**src/rtl/tpu_pkg.sv**
```systemverilog
// rtl/tpu_pkg.sv - shared TPU datapath widths, weight row type and weight_fetch states
package tpu_pkg;

  localparam int TPU_DATA_WIDTH  = 8;
  localparam int TPU_FIFO_INPUTS = 16;

  typedef logic [TPU_FIFO_INPUTS*TPU_DATA_WIDTH-1:0] row_t;

  typedef enum logic [2:0] {
    WF_IDLE,
    WF_FETCH,
    WF_DRAIN,
`ifdef WEIGHT_FETCH_ZPAD_EN
    WF_PAD,
`endif
    WF_DONE
  } wf_state_t;

endpackage

```
**src/rtl/weight_fetch_rdpipe.sv**
```systemverilog
// rtl/weight_fetch_rdpipe.sv - valid shift register tracking outstanding weight-memory reads
module weight_fetch_rdpipe #(
  parameter int DEPTH = 1
) (
  input  logic clk,
  input  logic i_clr,
  input  logic i_issue,
  output logic o_valid,
  output logic o_busy
);

  logic [DEPTH-1:0] r_v;

  always_ff @(posedge clk) begin
    if (i_clr) begin
      r_v <= '0;
    end else begin
      r_v[0] <= i_issue;
      for (int i = 1; i < DEPTH; i++) r_v[i] <= r_v[i-1];
    end
  end

  assign o_valid = r_v[DEPTH-1];
  assign o_busy  = |r_v;

endmodule

```
**src/rtl/weight_fetch.sv**
```systemverilog
// rtl/weight_fetch.sv - tile loader from weight memory into weightFIFO
// Optional zero padding of the tile to FIFO_DEPTH rows: WEIGHT_FETCH_ZPAD_EN
module weight_fetch
  import tpu_pkg::*;
#(
  parameter int FIFO_INPUTS = TPU_FIFO_INPUTS,
  parameter int DATA_WIDTH  = TPU_DATA_WIDTH,
  parameter int FIFO_DEPTH  = 16,
  parameter int ADDR_WIDTH  = 16,
  parameter int MEM_LATENCY = 1
) (
  input  logic                              clk,
  input  logic                              reset,
  input  logic                              start,
  input  logic [ADDR_WIDTH-1:0]             base_addr,
  input  logic [$clog2(FIFO_DEPTH):0]       num_rows,
  input  logic [FIFO_INPUTS-1:0]            col_mask,
  output logic                              busy,
  output logic                              done,
  output logic                              mem_rd_en,
  output logic [ADDR_WIDTH-1:0]             mem_addr,
  input  logic [FIFO_INPUTS*DATA_WIDTH-1:0] mem_rd_data,
  output logic [FIFO_INPUTS-1:0]            fifo_en,
  output logic [FIFO_INPUTS*DATA_WIDTH-1:0] weight_out
);

  localparam int CW = $clog2(FIFO_DEPTH) + 1;
  localparam logic [CW-1:0] DEPTH_C = CW'(FIFO_DEPTH);

  wf_state_t                       r_state;
  wf_state_t                       w_state_next;
  logic [ADDR_WIDTH-1:0]           r_addr;
  logic [CW-1:0]                   r_remain;
  logic [FIFO_INPUTS-1:0]          r_mask;
  logic [FIFO_INPUTS-1:0]          r_fifo_en;
  logic [FIFO_INPUTS*DATA_WIDTH-1:0] r_weight;
  logic [CW-1:0]                   w_n;
  logic                            w_ret;
  logic                            w_pipe_busy;
`ifdef WEIGHT_FETCH_ZPAD_EN
  logic [CW-1:0]                   r_pushed;
`endif

  assign w_n = (num_rows > DEPTH_C) ? DEPTH_C : num_rows;

  weight_fetch_rdpipe #(.DEPTH(MEM_LATENCY)) u_rdpipe (
    .clk     (clk),
    .i_clr   (reset),
    .i_issue (mem_rd_en),
    .o_valid (w_ret),
    .o_busy  (w_pipe_busy)
  );

  always_ff @(posedge clk) begin
    if (reset) r_state <= WF_IDLE;
    else       r_state <= w_state_next;
  end

  always_comb begin
    w_state_next = r_state;
    case (r_state)
      WF_IDLE: begin
        if (start) begin
          if (w_n != '0) w_state_next = WF_FETCH;
`ifdef WEIGHT_FETCH_ZPAD_EN
          else           w_state_next = WF_DRAIN;
`else
          else           w_state_next = WF_DONE;
`endif
        end
      end
      WF_FETCH: if (r_remain == CW'(1)) w_state_next = WF_DRAIN;
`ifdef WEIGHT_FETCH_ZPAD_EN
      // r_pushed counts rows already presented on weight_out, including this cycle's
      WF_DRAIN: if (!w_pipe_busy) w_state_next = (r_pushed == DEPTH_C) ? WF_DONE : WF_PAD;
      WF_PAD:   if (r_pushed == DEPTH_C) w_state_next = WF_DONE;
`else
      WF_DRAIN: if (!w_pipe_busy) w_state_next = WF_DONE;
`endif
      WF_DONE:  w_state_next = WF_IDLE;
      default:  w_state_next = WF_IDLE;
    endcase
  end

  always_comb begin
    busy       = (r_state != WF_IDLE);
    done       = (r_state == WF_DONE);
    mem_rd_en  = (r_state == WF_FETCH);
    mem_addr   = r_addr;
    fifo_en    = r_fifo_en;
    weight_out = r_weight;
  end

  always_ff @(posedge clk) begin
    if (reset) begin
      r_addr    <= '0;
      r_remain  <= '0;
      r_mask    <= '0;
      r_fifo_en <= '0;
      r_weight  <= '0;
`ifdef WEIGHT_FETCH_ZPAD_EN
      r_pushed  <= '0;
`endif
    end else begin
      if (r_state == WF_IDLE && start) begin
        r_addr   <= base_addr;
        r_remain <= w_n;
        r_mask   <= col_mask;
`ifdef WEIGHT_FETCH_ZPAD_EN
        r_pushed <= '0;
`endif
      end else if (r_state == WF_FETCH) begin
        r_addr   <= r_addr + ADDR_WIDTH'(1);
        r_remain <= r_remain - CW'(1);
      end
      r_fifo_en <= '0;
      if (w_ret) begin
        r_weight  <= mem_rd_data;
        r_fifo_en <= r_mask;
`ifdef WEIGHT_FETCH_ZPAD_EN
        r_pushed  <= r_pushed + CW'(1);
      end else if (w_state_next == WF_PAD) begin
        r_weight  <= '0;
        r_fifo_en <= r_mask;
        r_pushed  <= r_pushed + CW'(1);
`endif
      end
    end
  end

endmodule

```
**config.mk**
```make
export PLATFORM = sky130hd
export DESIGN_NAME = weight_fetch
export DESIGN_NICKNAME = d
export VERILOG_FILES = /design/src/rtl/tpu_pkg.sv /design/src/rtl/weight_fetch_rdpipe.sv /design/src/rtl/weight_fetch.sv
export SDC_FILE = /design/constraint.sdc
export NUM_CORES = 1
export LEC_CHECK = 0
export CAP_MARGIN = 30
export CORE_UTILIZATION = 35
export CTS_CLUSTER_SIZE = 40
export DETAILED_ROUTE_END_ITERATION = 16
export HOLD_SLACK_MARGIN = 0.02
export PLACE_DENSITY = 0.68
export SYNTH_ARGS = -nofsm -noshare
export SYNTH_HDL_FRONTEND = slang
export SYNTH_SLANG_ARGS = --single-unit
```
**constraint.sdc**
```tcl
create_clock -name clk -period 3.45 [get_ports clk]
set_input_delay 0.5175 -clock clk [delete_from_list [all_inputs] [get_ports clk]]
set_output_delay 0.5175 -clock clk [all_outputs]
set_load 0.1 [all_outputs]
```
==> results of run 1 <==
-- tightest hold or removal path, cell delays in order (launching register included) --
cell and delay, ns:
dfxtp_1 0.31, nand2_1 0.05, a21oi_1 0.05
-- layout make-up --
cell class | count | area share [%]
sequential | 184 | 33.6
timing repair buffer | 340 | 32.3
multi-input combinational | 434 | 25.9
clock buffer | 19 | 4.04
tap | 234 | 2.67
clock inverter | 13 | 1.15
inverter | 9 | 0.308
-- Yosys cell counts --
cell type	count	area, um^2
nand4_1	8	50.1
nand3_1	4	20.0
nor4b_1	1	8.76
o21ai_0	1	5.00
and3_1	3	18.8
buf_2	2	10.0
clkbuf_1	26	97.6
nor3_1	5	25.0
mux2i_1	129	1290
nor4bb_1	1	10.0
clkbuf_8	1	13.8
nor2b_1	3	18.8
buf_1	14	52.6
a31o_2	2	17.5
and2_1	17	106
buf_4	1	7.51
xor2_1	6	52.6
a221o_1	1	10.0
nand2_1	40	150
a31oi_1	1	6.26
dlygate4sd1_1	1	8.76
a211oi_1	17	128
inv_1	9	33.8
a311oi_1	4	35.0
dfxtp_1	184	3680
nor4_1	4	25.0
or4b_4	1	13.8
a21oi_1	21	105
or3_1	2	12.5
xnor2_1	9	78.8
o211ai_1	1	7.51
nor2_1	146	548
ha_1	7	87.6
-- state kept, by name, indices dropped and copies added (netlist names) --
register	flops
r_mask	16
r_remain	5
mem_addr	16
fifo_en	16
r_state	2
weight_out	128
u_rdpipe.o_busy	1
-- metal layers --
| metal | vias up | share of wire, % | global-route usage, % |
|---|---|---|---|
| li1 | 2881 | - | - |
| met1 | 2615 | 43 | 23.0 |
| met2 | 217 | 48 | 31.9 |
| met3 | 15 | 8.2 | 6.83 |
| met4 | 0 | 1.2 | 5.55 |
| met5 | - | 0 | 0 |
-- power by group --
part	switching, mW	internal [mW]
clock network	0.896	0.977
logic	2.67	1.13
registers	0.279	2.45
total	3.84	4.56
-- kinds of logic after synthesis --
| group | share of synthesized area, % |
|---|---|
| and+or+nand+nor | 14.9 |
| DFF | 54.7 |
| muxes | 19.2 |
| buffers and inverters | 3.32 |
| AOI/OAI and AO/OA | 4.66 |
| xor gates and xnor gates | 1.95 |
| adders and majority gates | 1.30 |
-- through the flow --
stage	utilization [%]	power (mW)	setup WS [ns]	instance area (um^2)
floorplan	-	5.59	1.07	6740
global placement	54.2	6.49	1.28	10200
detailed placement	55.4	6.58	1.25	10400
CTS	58.4	8.49	0.799	11000
global route	58.4	8.76	0.754	11000
finish	58.4	8.40	0.818	11000
-- path summary, 6_finish.rpt --
path         slack (ns)      endpoint   startpoint  cells past startpoint
max                0.82   mem_addr[9]  mem_addr[9]                      1
min                0.45     r_mask[2]    r_mask[2]                      2
max reg2reg        1.31  mem_addr[11]   r_state[1]                      6
min reg2reg        0.45     r_mask[2]    r_mask[2]                      2
==> run metrics, run 1 <==
commonest non-fill, non-tap cell in the layout clkdlybuf4s50_1; mapped cell area 6740 um^2; min Tclk post-route 2.63 ns; chip height 141 um; DR vias/cell 4.65; static leakage 3.98 nW; DR WL/cell 15.7 um; Max-slew headroom 30.1%; FILL cells 1649; actual slew at the worst max-slew pin 1.04 ns; commonest cells after routing, fill and taps aside clkdlybuf4s50_1 (323), dfxtp_1 (183), nor2_1 (146); Syn Area/Cell 10.0 um^2; Cell Chain, Critical Path clkdlybuf4s50_1; Max IR drop VDD 0.000589 V; Die Area 19800 um^2; CTS Sinks 184; DRC Markers 0; status finished, final reports clean; die width 141 um; buffers and inverters on the worst path 1; nature of the critical path startpoint register; Total Wirelength 19300 um; hpwl dp 13500 um; post-synthesis cell count 672; placed cells 1201; # rows 50; hold buffer count at CTS 0; number of synthesized register bits 184; storage element area 3690 um^2; register area share after synthesis 54.7%; Initial Util 35.9%; skew final 0.0103 ns; Slew Limit Fails 0; RSZ-0062 raised after global routing no; H-Tree Level Count 4; nets 1161; Syn. warnings 0; root buffer cell clkbuf_16; Max Fclk 380 MHz; gp weighted congestion 0.711; CP top delay family buffers and inverters; max_cap viols 0; Core ar. 18800 um^2; CTS tree yes; GRT overflow 0; Max clock buf depth 2; WHS 0.450 ns; fin crit share 76.3%; final std cells w/o fill 1233; clk_lat worst skew 0.42 ns; Ports 331; Multi-input gate area 2830 um^2; layout cell share with drive strength beyond 1 5.31%; WP data required 2.93 ns; CP max-delay cell clkdlybuf4s50_1; PD cells 766 nW/um^2; cts bufs inserted 17; Setup TNS Final 0 ns; initial antenna violation count 0; IO Port Bufs 330; CP endpoint kind output port; postcts setup bufs 0; CP Max Fanout 8; Hold WC Path Type register to register; vias in the first global route 5446; drt initial violations 225; n_diodes 0; Mapped Nets 847; total number of vias 5728; global-route wire length before repair 29500 um; GR Util All Layers 19.1%; final hold vios 0; DRT antenna net count 0; Post-CTS Resized 0; Netlist cell types 33; Reg clk slew, reported paths 0.08 ns; Area growth syn-to-layout 62.7%; Slowest Stage Delay on Critical Path 1.20 ns; Initial DRT Pass Iterations 7; Critical Path AT 2.11 ns; # setup viols final 0; largest net degree at the start of global routing 169; Worst Setup Path Type register to output port
Power figures use the tool's default switching activity.
==> run 2, diff against run 1 <==
--- a/config.mk
+++ b/config.mk
@@ -10,7 +10,7 @@
 export CTS_CLUSTER_SIZE = 40
 export DETAILED_ROUTE_END_ITERATION = 16
 export HOLD_SLACK_MARGIN = 0.02
-export PLACE_DENSITY = 0.68
+export PLACE_DENSITY = 0.71
 export SYNTH_ARGS = -nofsm -noshare
 export SYNTH_HDL_FRONTEND = slang
 export SYNTH_SLANG_ARGS = --single-unit
==> constraint.sdc (replaced) <==
create_clock -name clk -period 2.3 [get_ports clk]
set_input_delay 0.345 -clock clk [delete_from_list [all_inputs] [get_ports clk]]
set_output_delay 0.345 -clock clk [all_outputs]
set_load 0.1 [all_outputs]
==> run 2 against run 1 <==
Effect of this change: clock skew is 0.00064 ns lower; cell count is 0.16% higher; sequential share of layout area is 1.6 points higher; clock-buffer cell count is 1 lower; cell area is 4.6% lower; total power is 48% higher; setup slack worse by 0.45 ns; via count is 0.73% higher; critical path depth is 4 higher; global-route usage is 0.44 points lower; register-to-register slack worse by 0.94 ns; non-clock buffer count is 2 higher.
==> run metrics, run 2 (synthesized netlist as in run 1, its figures left out) <==
status finished, final reports clean; Switching Share 46.4%; CP endpoint kind register; nature of the critical path startpoint register; cts bufs inserted 17; total number of vias 5770; Util after Layout 55.7%; postcts setup bufs 0; Int Power 6.68 mW; Setup TNS Final 0 ns; skew final 0.00964 ns; design area 10500 um^2; Max IR drop VDD 0.000914 V; WHS 0.331 ns; PD cells 1190 nW/um^2; n_diodes 0; Reg clk slew, reported paths 0.08 ns; vias in the first global route 5503; IO Port Bufs 330; Post-CTS Resized 0; chip height 141 um; min Tclk post-route 1.93 ns; placed cells 1203; WP data required 2.65 ns; Total Wirelength 18900 um; # setup viols final 0; Slew Limit Fails 0; CTS Sinks 184; hpwl dp 13700 um; GRT overflow 0; Final WS setup 0.366 ns; initial antenna violation count 0; final hold vios 0; Die Area 19800 um^2; die width 141 um; commonest cells after routing, fill and taps aside dfxtp_1 (180), buf_4 (171), clkdlybuf4s50_1 (166); Comb pwr share 45.0%; pre-CTS setup slack 0.402 ns; commonest non-fill, non-tap cell in the layout dfxtp_1; Max-slew headroom 59.7%; gp weighted congestion 0.774; fin crit share 84.1%; Tot Pwr 12.5 mW; share of power burned in registers 32.5%; drt initial violations 198; RSZ-0062 raised after global routing no; clock power share 22.5%; clk_lat worst skew 0.43 ns; placed cell area 9900 um^2; DRT antenna net count 0; CP Max Fanout 4; final std cells w/o fill 1235; hold path cells 2; r2r setup slk 0.37 ns; CTS tree yes; Core ar. 18800 um^2; Area growth syn-to-layout 55.2%; DR vias/cell 4.67; Switch Pwr 5.79 mW; Max clock buf depth 2; H-Tree Level Count 4; Critical Path AT 2.29 ns; layout cell share with drive strength beyond 1 21.6%; hold buffer count at CTS 0; DR WL/cell 15.3 um; # rows 50; FILL cells 1714; worst reg-to-reg path cell count 5; Ports 331; static leakage 4.25 nW; Initial DRT Pass Iterations 4; nets 1163; Max Fclk 517 MHz; DRC Markers 0; GR Util All Layers 18.7%; largest net degree at the start of global routing 74; max_cap viols 0; Worst Setup Path Type register to register; Initial Util 35.9%; number of flip-flops in the largest register 128; Hold WC Path Type input port to register; actual slew at the worst max-slew pin 0.600 ns; root buffer cell clkbuf_16; global-route wire length before repair 28900 um
[run 2: worst paths after layout]
check                                      end        start
worst max-delay path                r_state[1]  r_remain[0]
worst min-delay path            weight_out[78]        reset
worst max register to register      r_state[1]  r_remain[0]
worst min register to register       r_mask[4]    r_mask[4]
[run 2: area by class of cell]
type / count / area (um^2) / share of cell area (%)
clock buffers: 18 / 429 / 4.10
clock inverters: 14 / 133 / 1.27
inverters: 9 / 33.8 / 0.323
multi-input cells: 434 / 2840 / 27.1
flip-flops and latches: 184 / 3690 / 35.3
well taps: 234 / 293 / 2.80
repair buffers: 342 / 3050 / 29.1
[run 2: layer usage]
| metal | global-route usage, % | routed length (um) | up-vias |
|---|---|---|---|
| met5 | 0 | 0 | - |
| met3 | 5.98 | 1540 | 14 |
| met4 | 5.66 | 186 | 0 |
| met1 | 22.3 | 7910 | 2659 |
| li1 | - | - | 2892 |
| met2 | 31.8 | 9250 | 205 |
[run 2: worst max-delay path, stage by stage, from the launching register on]
cell	delay, ns
dfxtp_1	0.41
ha_1	0.18
or4b_4	0.46
a221o_1	0.36
or3_1	0.35
a21oi_1	0.12
[run 2: power groups by stage]
stage | clock network, mW | registers, mW | logic [mW]
2_1_floorplan | 0 | 6.72 | 1.66
3_3_place_gp | 0 | 4.10 | 5.61
3_5_place_dp | 0 | 4.11 | 5.63
4_1_cts | 2.89 | 4.05 | 5.65
5_1_grt | 3.01 | 4.12 | 5.87
6_report | 2.81 | 4.05 | 5.61
==> run 3, diff against run 2 <==
==> constraint.sdc (replaced) <==
create_clock -name clk -period 1.6 [get_ports clk]
set_input_delay 0.24 -clock clk [delete_from_list [all_inputs] [get_ports clk]]
set_output_delay 0.24 -clock clk [all_outputs]
set_load 0.1 [all_outputs]
==> run 3 against run 2 <==
Effect of this change: the run now ends with setup timing left; combinational power grew 80%; cell count rose by 1.5%; sequential power up 52%; die area is the same; clock skew down 0.0028 ns; setup slack got worse by 0.54 ns; sequential cell count unchanged; global-route usage increased by 2.4 points; utilization is 13 points higher; cell area is 24% higher; hold slack got worse by 0.027 ns; largest power group unchanged.
==> run metrics, run 3 (synthesized netlist as in run 1, its figures left out) <==
status finished, violations left; failing checks setup timing; CP top delay family simple AND/OR/NAND/NOR gates; number of flip-flops in the largest register 128; Final WS setup -0.172 ns; Worst Setup Path Type register to register; total number of vias 5932; max_cap viols 0; CP Max Fanout 2; Cell Chain, Critical Path inv_2, ha_4, or4b_4, a221o_1, or3_1, a21oi_1; layout cell share with drive strength beyond 1 26.6%; DRT antenna net count 0; Hold WC Path Type input port to register; commonest non-fill, non-tap cell in the layout buf_12; CTS Sinks 184; drt initial violations 188; Max IR drop VDD 0.00150 V; Ports 331; H-Tree Level Count 4; Tot Pwr 20.4 mW; hpwl dp 15400 um; n_diodes 0; PD cells 1580 nW/um^2; DRC Markers 0; buffers and inverters on the worst path 1; Total Wirelength 20900 um; fin crit share 111%; Max clock buf depth 2; final hold vios 0; # rows 50; DR vias/cell 4.73; Initial Util 35.9%; gp weighted congestion 0.830; initial antenna violation count 0; M2 GR Usage 37.1%; skew final 0.00688 ns; Multi-input gate area 2990 um^2; Initial DRT Pass Iterations 4; FILL cells 1349; Area growth syn-to-layout 91.8%; cts bufs inserted 17; chip height 141 um; die width 141 um; commonest cells after routing, fill and taps aside buf_12 (171), clkdlybuf4s50_1 (166), dfxtp_1 (165); Critical Path AT 2.14 ns; Slew Limit Fails 0; largest net degree at the start of global routing 82; nets 1182; Core ar. 18800 um^2; # setup viols final 5; RSZ-0062 raised after global routing yes; Max Fclk 564 MHz; gr busiest metal met2; GR Util All Layers 21.1%; global-route wire length before repair 32200 um; vias in the first global route 5968; Reg clk slew, reported paths 0.07 ns; CP max-delay cell or4b_4; WP data required 1.97 ns; storage element area 3740 um^2; Die Area 19800 um^2; CTS tree yes; actual slew at the worst max-slew pin 0.368 ns; root buffer cell clkbuf_16; clk_lat worst skew 0.43 ns; GRT overflow 0; hold buffer count at CTS 0; met3 Use GR 8.02%; IO Port Bufs 330; DR WL/cell 16.6 um; min Tclk post-route 1.77 ns; nature of the critical path startpoint register; Setup TNS Final -0.507 ns; Max-slew headroom 75.4%; GR Util met1 23.2%; static leakage 4.91 nW; Slowest Stage Delay on Critical Path 0.45 ns; CP endpoint kind register
==> run 3: changes by cell type in the layout (fill, tap and decap cells not counted), sizes merged <==
cell      change
bufinv        +1
clkbuf        -1
clkinvlp      +1
inv           +1
buf          +19
clkinv        -2
==> run 3: what timing repair did <==
item / 4_1_cts / 5_1_grt
setup endpoints to repair: 8 / 19
pin swaps: 3 / 7
cloned: 0 / 0
setup buffers: 5 / 2
gates resized for setup: 17 / 15
==> run 3: metal layers <==
layer	routed length [um]	vias to the layer above
li1	-	2928
met2	10600	216
met1	7990	2760
met5	0	-
met4	416	0
met3	1850	28
==> run 3: layout make-up <==
type	instances	area share (%)
clock buffer	17	3.29
multi-input combinational	434	23.1
timing repair buffer	361	40.8
tap	234	2.27
clock inverter	15	1.23
inverter	9	0.300
sequential	184	29.0
==> run 3: power by group <==
part / internal, mW / switching [mW]
Clock: 2.21 / 1.97
Combinational: 3.99 / 6.12
Sequential: 5.35 / 0.794
Total: 11.6 / 8.88
==> run 3: stage by stage <==
step	hold WS (ns)	setup slack (ns)	instances	area, um^2	utilization [%]
after detailed placement	0.441	-0.168	1218	12200	64.9
after CTS	0.292	-0.188	1255	12900	68.5
final	0.303	-0.172	1254	12900	68.9
after global placement	0.434	-0.155	1218	12200	64.9
after global routing	0.308	-0.240	1254	12900	68.9
after floorplan	0.376	-0.143	672	6850	-
==> run 3: worst min-delay path, delay by kind of cell <==
family | cells | cell delay, ns
simple gates | 1 | 0.12
buf+inv | 2 | 0.33
==> run 3: worst paths after layout <==
path / depth (start not counted) / slack (ns) / end / from
max: 6 / -0.17 / r_state[1] / r_remain[1]
min: 3 / 0.30 / u_rdpipe.o_busy / reset
max reg2reg: 6 / -0.17 / r_state[1] / r_remain[1]
min reg2reg: 2 / 0.45 / r_mask[13] / r_mask[13]
